`src/rtl/vga_timing_pkg.sv`:
```
// Shared 640x480@60 timing constants and the rgb444 pixel type for the VGA scan path.
package vga_timing_pkg;

    localparam int unsigned CLK_DIV  = 4;
    localparam int unsigned H_ACTIVE = 640;
    localparam int unsigned H_FP     = 16;
    localparam int unsigned H_SYNC   = 96;
    localparam int unsigned H_BP     = 48;
    localparam int unsigned V_ACTIVE = 480;
    localparam int unsigned V_FP     = 10;
    localparam int unsigned V_SYNC   = 2;
    localparam int unsigned V_BP     = 33;
    localparam logic        SYNC_ACT = 1'b0;

    localparam int unsigned H_TOTAL  = H_ACTIVE + H_FP + H_SYNC + H_BP;
    localparam int unsigned V_TOTAL  = V_ACTIVE + V_FP + V_SYNC + V_BP;
    localparam int unsigned HS_START = H_ACTIVE + H_FP;
    localparam int unsigned HS_END   = HS_START + H_SYNC;
    localparam int unsigned VS_START = V_ACTIVE + V_FP;
    localparam int unsigned VS_END   = VS_START + V_SYNC;

    typedef struct packed {
        logic [3:0] r;
        logic [3:0] g;
        logic [3:0] b;
    } rgb444_t;

    // Eight vertical bars; bar k lights r/g/b from bits 2/1/0 of k.
    function automatic rgb444_t test_bar(input logic [9:0] h, input logic [9:0] bar_w);
        logic [2:0] k;
        k = 3'(h / bar_w);
        return '{r: {4{k[2]}}, g: {4{k[1]}}, b: {4{k[0]}}};
    endfunction

endpackage

```
`src/rtl/pix_en_div.sv`:
```
// Clock-enable divider: one-clk pix_en strobe every DIV system clocks, first strobe DIV clks after reset.
module pix_en_div #(
    parameter int unsigned DIV = 4
) (
    input  logic clk,
    input  logic rst,
    output logic pix_en
);

    localparam int unsigned CW   = (DIV > 1) ? $clog2(DIV) : 1;
    localparam logic [CW-1:0] LAST = CW'(DIV - 1);

    logic [CW-1:0] cnt;
    logic [CW-1:0] cnt_nxt;

    always_comb begin
        cnt_nxt = (cnt == LAST) ? '0 : cnt + 1'b1;
    end

    // Strobe is registered from the next count so it is high exactly while cnt == DIV-1.
    always_ff @(posedge clk or posedge rst) begin
        if (rst) begin
            cnt    <= '0;
            pix_en <= 1'b0;
        end else begin
            cnt    <= cnt_nxt;
            pix_en <= (cnt_nxt == LAST);
        end
    end

endmodule

```
`src/rtl/vga_scan_gen.sv`:
```
// VGA raster generator with registered, blanked colour and sync pins.
// Define VGA_TEST_PATTERN_EN to replace r_in/g_in/b_in with 8 vertical colour bars.
module vga_scan_gen #(
    parameter int unsigned CLK_DIV  = vga_timing_pkg::CLK_DIV,
    parameter int unsigned H_ACTIVE = vga_timing_pkg::H_ACTIVE,
    parameter int unsigned H_FP     = vga_timing_pkg::H_FP,
    parameter int unsigned H_SYNC   = vga_timing_pkg::H_SYNC,
    parameter int unsigned H_BP     = vga_timing_pkg::H_BP,
    parameter int unsigned V_ACTIVE = vga_timing_pkg::V_ACTIVE,
    parameter int unsigned V_FP     = vga_timing_pkg::V_FP,
    parameter int unsigned V_SYNC   = vga_timing_pkg::V_SYNC,
    parameter int unsigned V_BP     = vga_timing_pkg::V_BP,
    parameter logic        SYNC_ACT = vga_timing_pkg::SYNC_ACT
) (
    input  logic       clk,
    input  logic       rst,
    input  logic [3:0] r_in,
    input  logic [3:0] g_in,
    input  logic [3:0] b_in,
    output logic [9:0] h_cnt,
    output logic [9:0] v_cnt,
    output logic       valid,
    output logic       pix_en,
    output logic       frame_start,
    output logic [3:0] vga_r,
    output logic [3:0] vga_g,
    output logic [3:0] vga_b,
    output logic       vga_hs,
    output logic       vga_vs
);

    import vga_timing_pkg::*;

    localparam logic [9:0] H_LAST   = 10'(H_ACTIVE + H_FP + H_SYNC + H_BP - 1);
    localparam logic [9:0] V_LAST   = 10'(V_ACTIVE + V_FP + V_SYNC + V_BP - 1);
    localparam logic [9:0] H_VIS    = 10'(H_ACTIVE);
    localparam logic [9:0] V_VIS    = 10'(V_ACTIVE);
    localparam logic [9:0] HS_BEGIN = 10'(H_ACTIVE + H_FP);
    localparam logic [9:0] HS_STOP  = 10'(H_ACTIVE + H_FP + H_SYNC);
    localparam logic [9:0] VS_BEGIN = 10'(V_ACTIVE + V_FP);
    localparam logic [9:0] VS_STOP  = 10'(V_ACTIVE + V_FP + V_SYNC);
    localparam logic [9:0] BAR_W    = 10'(H_ACTIVE / 8);

    logic    hs_raw;
    logic    vs_raw;
    rgb444_t pix_rgb;
    rgb444_t rgb_q;

    pix_en_div #(.DIV(CLK_DIV)) u_pix_en_div (
        .clk    (clk),
        .rst    (rst),
        .pix_en (pix_en)
    );

    always_ff @(posedge clk or posedge rst) begin
        if (rst) begin
            h_cnt <= '0;
            v_cnt <= '0;
        end else if (pix_en) begin
            if (h_cnt == H_LAST) begin
                h_cnt <= '0;
                v_cnt <= (v_cnt == V_LAST) ? '0 : v_cnt + 10'd1;
            end else begin
                h_cnt <= h_cnt + 10'd1;
            end
        end
    end

    assign valid       = (h_cnt < H_VIS) && (v_cnt < V_VIS);
    assign frame_start = pix_en && (h_cnt == H_LAST) && (v_cnt == V_LAST);
    assign hs_raw      = (h_cnt >= HS_BEGIN) && (h_cnt < HS_STOP);
    assign vs_raw      = (v_cnt >= VS_BEGIN) && (v_cnt < VS_STOP);

`ifdef VGA_TEST_PATTERN_EN
    assign pix_rgb = test_bar(h_cnt, BAR_W);
`else
    assign pix_rgb = '{r: r_in, g: g_in, b: b_in};
`endif

    // Colour and sync share one register stage so both lag the counters by one pixel.
    always_ff @(posedge clk or posedge rst) begin
        if (rst) begin
            rgb_q  <= '0;
            vga_hs <= ~SYNC_ACT;
            vga_vs <= ~SYNC_ACT;
        end else if (pix_en) begin
            rgb_q  <= valid ? pix_rgb : '0;
            vga_hs <= hs_raw ? SYNC_ACT : ~SYNC_ACT;
            vga_vs <= vs_raw ? SYNC_ACT : ~SYNC_ACT;
        end
    end

    assign vga_r = rgb_q.r;
    assign vga_g = rgb_q.g;
    assign vga_b = rgb_q.b;

endmodule

```
`config.mk`:
```
export PLATFORM = sky130hd
export DESIGN_NAME = vga_scan_gen
export DESIGN_NICKNAME = d
export VERILOG_FILES = /design/src/rtl/vga_timing_pkg.sv /design/src/rtl/pix_en_div.sv /design/src/rtl/vga_scan_gen.sv
export SDC_FILE = /design/constraint.sdc
export NUM_CORES = 1
export LEC_CHECK = 0
export CAP_MARGIN = 0
export CORE_MARGIN = 10
export CORE_UTILIZATION = 45
export CTS_CLUSTER_DIAMETER = 200
export CTS_CLUSTER_SIZE = 14
export DETAILED_ROUTE_END_ITERATION = 6
export GPL_TIMING_DRIVEN = 1
export PLACE_DENSITY_LB_ADDON = 0.2
export SLEW_MARGIN = 20
export SYNTH_ARGS = -nofsm -noshare
export SYNTH_HDL_FRONTEND = slang
export SYNTH_SLANG_ARGS = --single-unit
```
`constraint.sdc`:
```
create_clock -name clk -period 2.05 [get_ports clk]
set_clock_uncertainty 0.15 [all_clocks]
set_input_delay 0.41 -clock clk [delete_from_list [all_inputs] [get_ports clk]]
set_output_delay 0.41 -clock clk [all_outputs]
set_load 0.01 [all_outputs]
```
; ---- Yosys cells after proc, flatten, opt, wreduce, memory -nomap -nowiden
; Index checks and enable logic that the tools add are counted.
[word_totals]
out_inout_bits = 37
word_cells = 34
register_bits = 37
[op_classes]
magnitude_cmp = 6
n_eq_ne = 4
n_reduce_logical = 6
add_sub_neg = 3
mux = 6
[ops]
columns = operator, count
row1 = $add A10 B1 Y10 const B, 2
row2 = $eq A10 B10 Y1 const B, 2
row3 = $lt A10 B10 Y1 const B, 2
row4 = $lt A10 B9 Y1 const B, 2
row5 = $mux W10, 2
row6 = $mux W12, 1
row7 = $ge A10 B10 Y1 const B, 1
row8 = $ge A10 B9 Y1 const B, 1
row9 = $logic_and A1 B1 Y1, 5
row10 = $eq A2 B2 Y1 const B, 2
row11 = $add A2 B1 Y2 const B, 1
row12 = $mux W1, 2
row13 = $mux W2, 1
row14 = $reduce_and A2 Y1, 1

; ---- Longest topological paths before layout
[depth]
word_depth = 3
ltp_mapped = 7
mapped_depth_nobuf = 6

; ---- By module
; Synthesis repeated with hierarchy kept, for this count alone.
[unflattened]
hier_cells = 187
area_unflattened_um2 = 1838.0
[by_module_without_submodules]
columns = module, n_inst, cells_each, seq_area_each_um2, area_each_um2
row1 = vga_scan_gen, 1, 178, 853.3, 1722.9
row2 = pix_en_div, 1, 9, 75.1, 115.1

; ---- Worst setup path before layout
; No wires, ideal clock.
[synth_timing]
path_type = register to output
start = register v_cnt[1]
end = output frame_start
setup_slack_ps = -24
arrival_ps = 1514
stages_incl_launch_ff = 7
n_path_buf = 1
path_cell_list = dfrtp_1 inv_1 ha_1 nand4_1 or4_1 buf_2 nor2_1
[synth_between]
elab_chain_cells = 2
[synth_rtl]
columns = item, line
row1 = start: declaration, vga_scan_gen.sv:21  ; output logic [9:0] v_cnt,
row2 = start signal: assignment, vga_scan_gen.sv:62  ; v_cnt <= (v_cnt == V_LAST) ? '0 : v_cnt + 10'd1;
row3 = $eq A10 B10 Y1, vga_scan_gen.sv:70  ; assign frame_start = pix_en && (h_cnt == H_LAST) && (v_cnt == V_LAST);
row4 = $logic_and A1 B1 Y1, vga_scan_gen.sv:70
row5 = end: declaration, vga_scan_gen.sv:24  ; output logic frame_start,
; No other way between the ends.

; ---- Worst setup path in the final report
[layout_timing]
start = register v_cnt[5]
end = output frame_start
; Same word-level chain as after synthesis.

==> results list <==
* Cells along the critical path: or3_1, or4_4, nor2_2, buf_2
- Detail Route Antenna Nets: 0
- Top cell type's share of synthesized area: 50.14%
- Grt total ovfl: 0
- # nets final: roughly 270
- STA puts the critical path data required time at approximately 1.5 ns.
- On the critical path, the stage with the largest delay is an instance of or4_4.
- Final setup margin: -0.1874 ns
- Die Area: between 6000 and 7000 um^2
- Failing checks: setup timing
- The detailed router placed about 1600 vias in this run.
- Post-synthesis register bit count: 37
- The tool flagged a number of max-cap violations equal to 0.
* Largest stage delay on the critical path: 0.43 ns
* Part of the cycle the worst path needs: 109.1%
- In this run the worst hold path is classified as reg2reg.
* Final hold violation count: 0
- Total of fill cells in the finished design: 275
* Io pins: 51
* Worst slew pin tran: around 0.46 ns
* Synthesized area per cell: roughly 10 um^2
- Once layout is done, the placed cells without fillers occupy 2641 um^2.
- Routability-driven placement finished with a final weighted congestion of about 0.8.
* Crit. End Element: output port
- Count of input and output buffers: 50
* P per Cell Area: roughly 560 nW/um^2
- Relative to the synthesized area, the layout overhead comes to 51.22%.
- DIE WIDTH: 82.30 um
- Number of global-route vias before repair: between 1500 and 2000
- # DRC: 0
- Top flip-flop cell by instance count after synthesis: dfrtp_1
- Hold timing on the final database bottoms out at a slack of roughly 0.32 ns.
* Leakage power of the design: 1.202 nW
* Number of enable flip-flop cells after synthesis: 0
* Cell class contributing the biggest share of worst-path delay: simple AND/OR/NAND/NOR gates
* Post-synthesis async set-or-reset flop share: 100.0%
- Counting every sink on the clock net gives 37.
* RSZ-0062 raised after global routing: true
- The Yosys step of the flow raised 0 warnings.
- Summing all multi-input logic gate instances after layout gives 747.0 um^2.
- Dividing the detail-routed wire length by the instance count gives about 16 um.
- Using the TritonRoute via totals, the vias-per-cell ratio works out to approximately 5.3.
* Later-pin clock latency in the skew report: 0.29 ns
* Number of DRC violations after detailed-routing iteration 0: ~130
- Of the cells placed in the final design, the portion with a size suffix greater than 1 is 20.00%.
- Detailed placement ended at an HPWL of approximately 3.6 mm.
- Global routing usage summed across all routing layers: around 15%
* Placed inst area: ~2500 um^2
- Measured against its own limit, the worst slew margin works out to slightly below 70%.
* Quantity of hold-fixing buffers added after cts: 0
- For this run, the register share of the synthesized area comes to roughly 53%.
- Sorting the synthesized cells by how often they occur yields dfrtp_1 (35), nand2_1 (23), inv_1 (13).
- Placement row count: 22
* Post-layout min period: between 2 and 2.5 ns
- Largest fanout on the critical path: 2
- Biggest area consumer among synthesized cells: dfrtp_1
- TritonCTS built the clock tree.
- The critical path in this run is classified as reg2out.
* Buf+Inv Stages, Crit Path: 1
- Highest clock frequency the design can meet: between 0.4 and 0.5 GHz
- By area the synthesized netlist is led by dfrtp_1 (50%), o2bb2ai_1 (6.0%), nand2_1 (4.9%).
- The worst setup path is launched from a flop.
- Maximum number of pins on one net before global-route repair: 38
- Number of buffers created by CTS: 5
- Synthesized area: between 1500 and 2000 um^2
* Number of distinct library cells after synthesis: 38
* Arrival time at the worst endpoint: 1.68 ns
* Number of setup violations in the final report: 2
- The clock tree synthesis step divided the H-tree into 2 levels.
- The die is 82.30 um tall.
- Syn_nets: between 150 and 200
- After clock tree synthesis, the clock-pin slew on the worst setup and hold paths is approximately 0.07 ns.
* Most numerous cell in the Yosys netlist: dfrtp_1
- The floorplan step defined a core boundary enclosing between 3000 and 4000 um^2.
* Synthesized instance count: about 170
- The initial antenna violation count came to 0.
- For this run, the detailed router's first-pass iteration total came to 4.
* Pins Over Slew Limit: 0
* Aggregate negative setup slack: -0.2150 ns
* Maximum buffer depth of the clock tree: 2
- In the final layout, flip-flops and latches occupy roughly 930 um^2.
* Routed wire length: 4.679 mm
* Antenna diodes: 0
* Effective utilization at floorplan: between 40% and 50%
* Clock root buffer: clkbuf_8
- Run status: finished, violations left
- Worst vdd ir: around 0.54 mV
* Power after layout: approximately 0.0015 W
- Wire length of the first global-routing pass: 7.831 mm
-- worst paths after layout --
path | start | endpoint | slack [ns] | cells after the start
max | v_cnt[5] | frame_start | -0.19 | 4
max in group asynchronous | rst | vga_hs | 1.03 | 3
min | u_pix_en_div.cnt[0] | u_pix_en_div.cnt[0] | 0.32 | 1
min in group asynchronous | rst | u_pix_en_div.cnt[0] | 0.37 | 3
max reg2reg | h_cnt[0] | v_cnt[6] | -0.03 | 6
min reg2reg | u_pix_en_div.cnt[0] | u_pix_en_div.cnt[0] | 0.32 | 1
-- power breakdown --
part	switching, W	internal (W)	total [W]
clock	0.000256	0.000397	0.000653
combinational	0.0000326	0.0000502	0.0000828
sequential	0.00000742	0.000742	0.000749
-- logic make-up after synthesis --
kind of cell	share of synthesized area, %
and+or+nand+nor	19.06
muxes	1.719
xor gates and xnor gates	5.444
buffers and inverters	4.441
AOI/OAI and AO/OA	11.89
adders and majority gates	4.298
DFF	53.15
-- timing repair --
item / 4_1_cts / 5_1_grt
gates resized for setup: 9 / 3
pin swaps: 2 / 1
setup endpoints to repair: 4 / 4
setup buffers: 1 / 0
cloned: 0 / 0
-- cells in the final DEF, fill, tap and decap left out, types with 2 or more instances in the layout --
cell type / synthesis / final
inv_1: 13 / 12
or4_4: 1 / 2
o21ai_0: 5 / 5
nor2_1: 8 / 7
o2bb2ai_1: 12 / 12
and3_1: 3 / 3
ha_1: 6 / 6
o22ai_1: 2 / 2
buf_4: 0 / 31
xor2_1: 4 / 4
and4_1: 2 / 2
o211ai_1: 2 / 2
clkdlybuf4s50_1: 0 / 47
nand4_1: 4 / 4
clkbuf_8: 0 / 6
mux2i_1: 3 / 3
nand2_1: 23 / 23
xnor2_1: 5 / 5
and4b_1: 2 / 2
nand3_1: 9 / 9
dfstp_2: 2 / 2
dfrtp_1: 35 / 35
or3_1: 3 / 3
a21oi_1: 2 / 2
-- area by class of cell --
type	instances	area share, %
clock buffers	7	3.269
repair buffers	82	28.04
inverters	13	1.847
clock inverters	1	1.137
flip-flops and latches	37	35.15
multi-input cells	110	28.28
well taps	48	2.274
-- stage by stage --
step | instances | worst slack (ns) | utilization [%]
after floorplan | 167 | 0.01739 | -
after global placement | 289 | -0.3104 | 67.64
after detailed placement | 289 | -0.3222 | 67.64
after CTS | 298 | -0.2038 | 71.04
after global routing | 298 | -0.2665 | 71.08
final | 298 | -0.1874 | 71.08
-- sequential cells by signal, indices dropped and copies added (netlist names) --
| register | flops |
|---|---|
| vga_r | 4 |
| vga_vs | 1 |
| u_pix_en_div.pix_en | 1 |
| u_pix_en_div.cnt | 2 |
| vga_g | 4 |
| vga_b | 4 |
| h_cnt | 10 |
| v_cnt | 10 |
| vga_hs | 1 |
-- metal layers --
layer	vias up	part of all wire [%]	GRT usage, %
li1	750	-	-
met1	772	37	16.59
met2	46	54	25.66
met3	10	6.6	5.184
met4	0	2.0	5.612
met5	-	0	0
No activity file was read; power rests on OpenSTA's default activity.
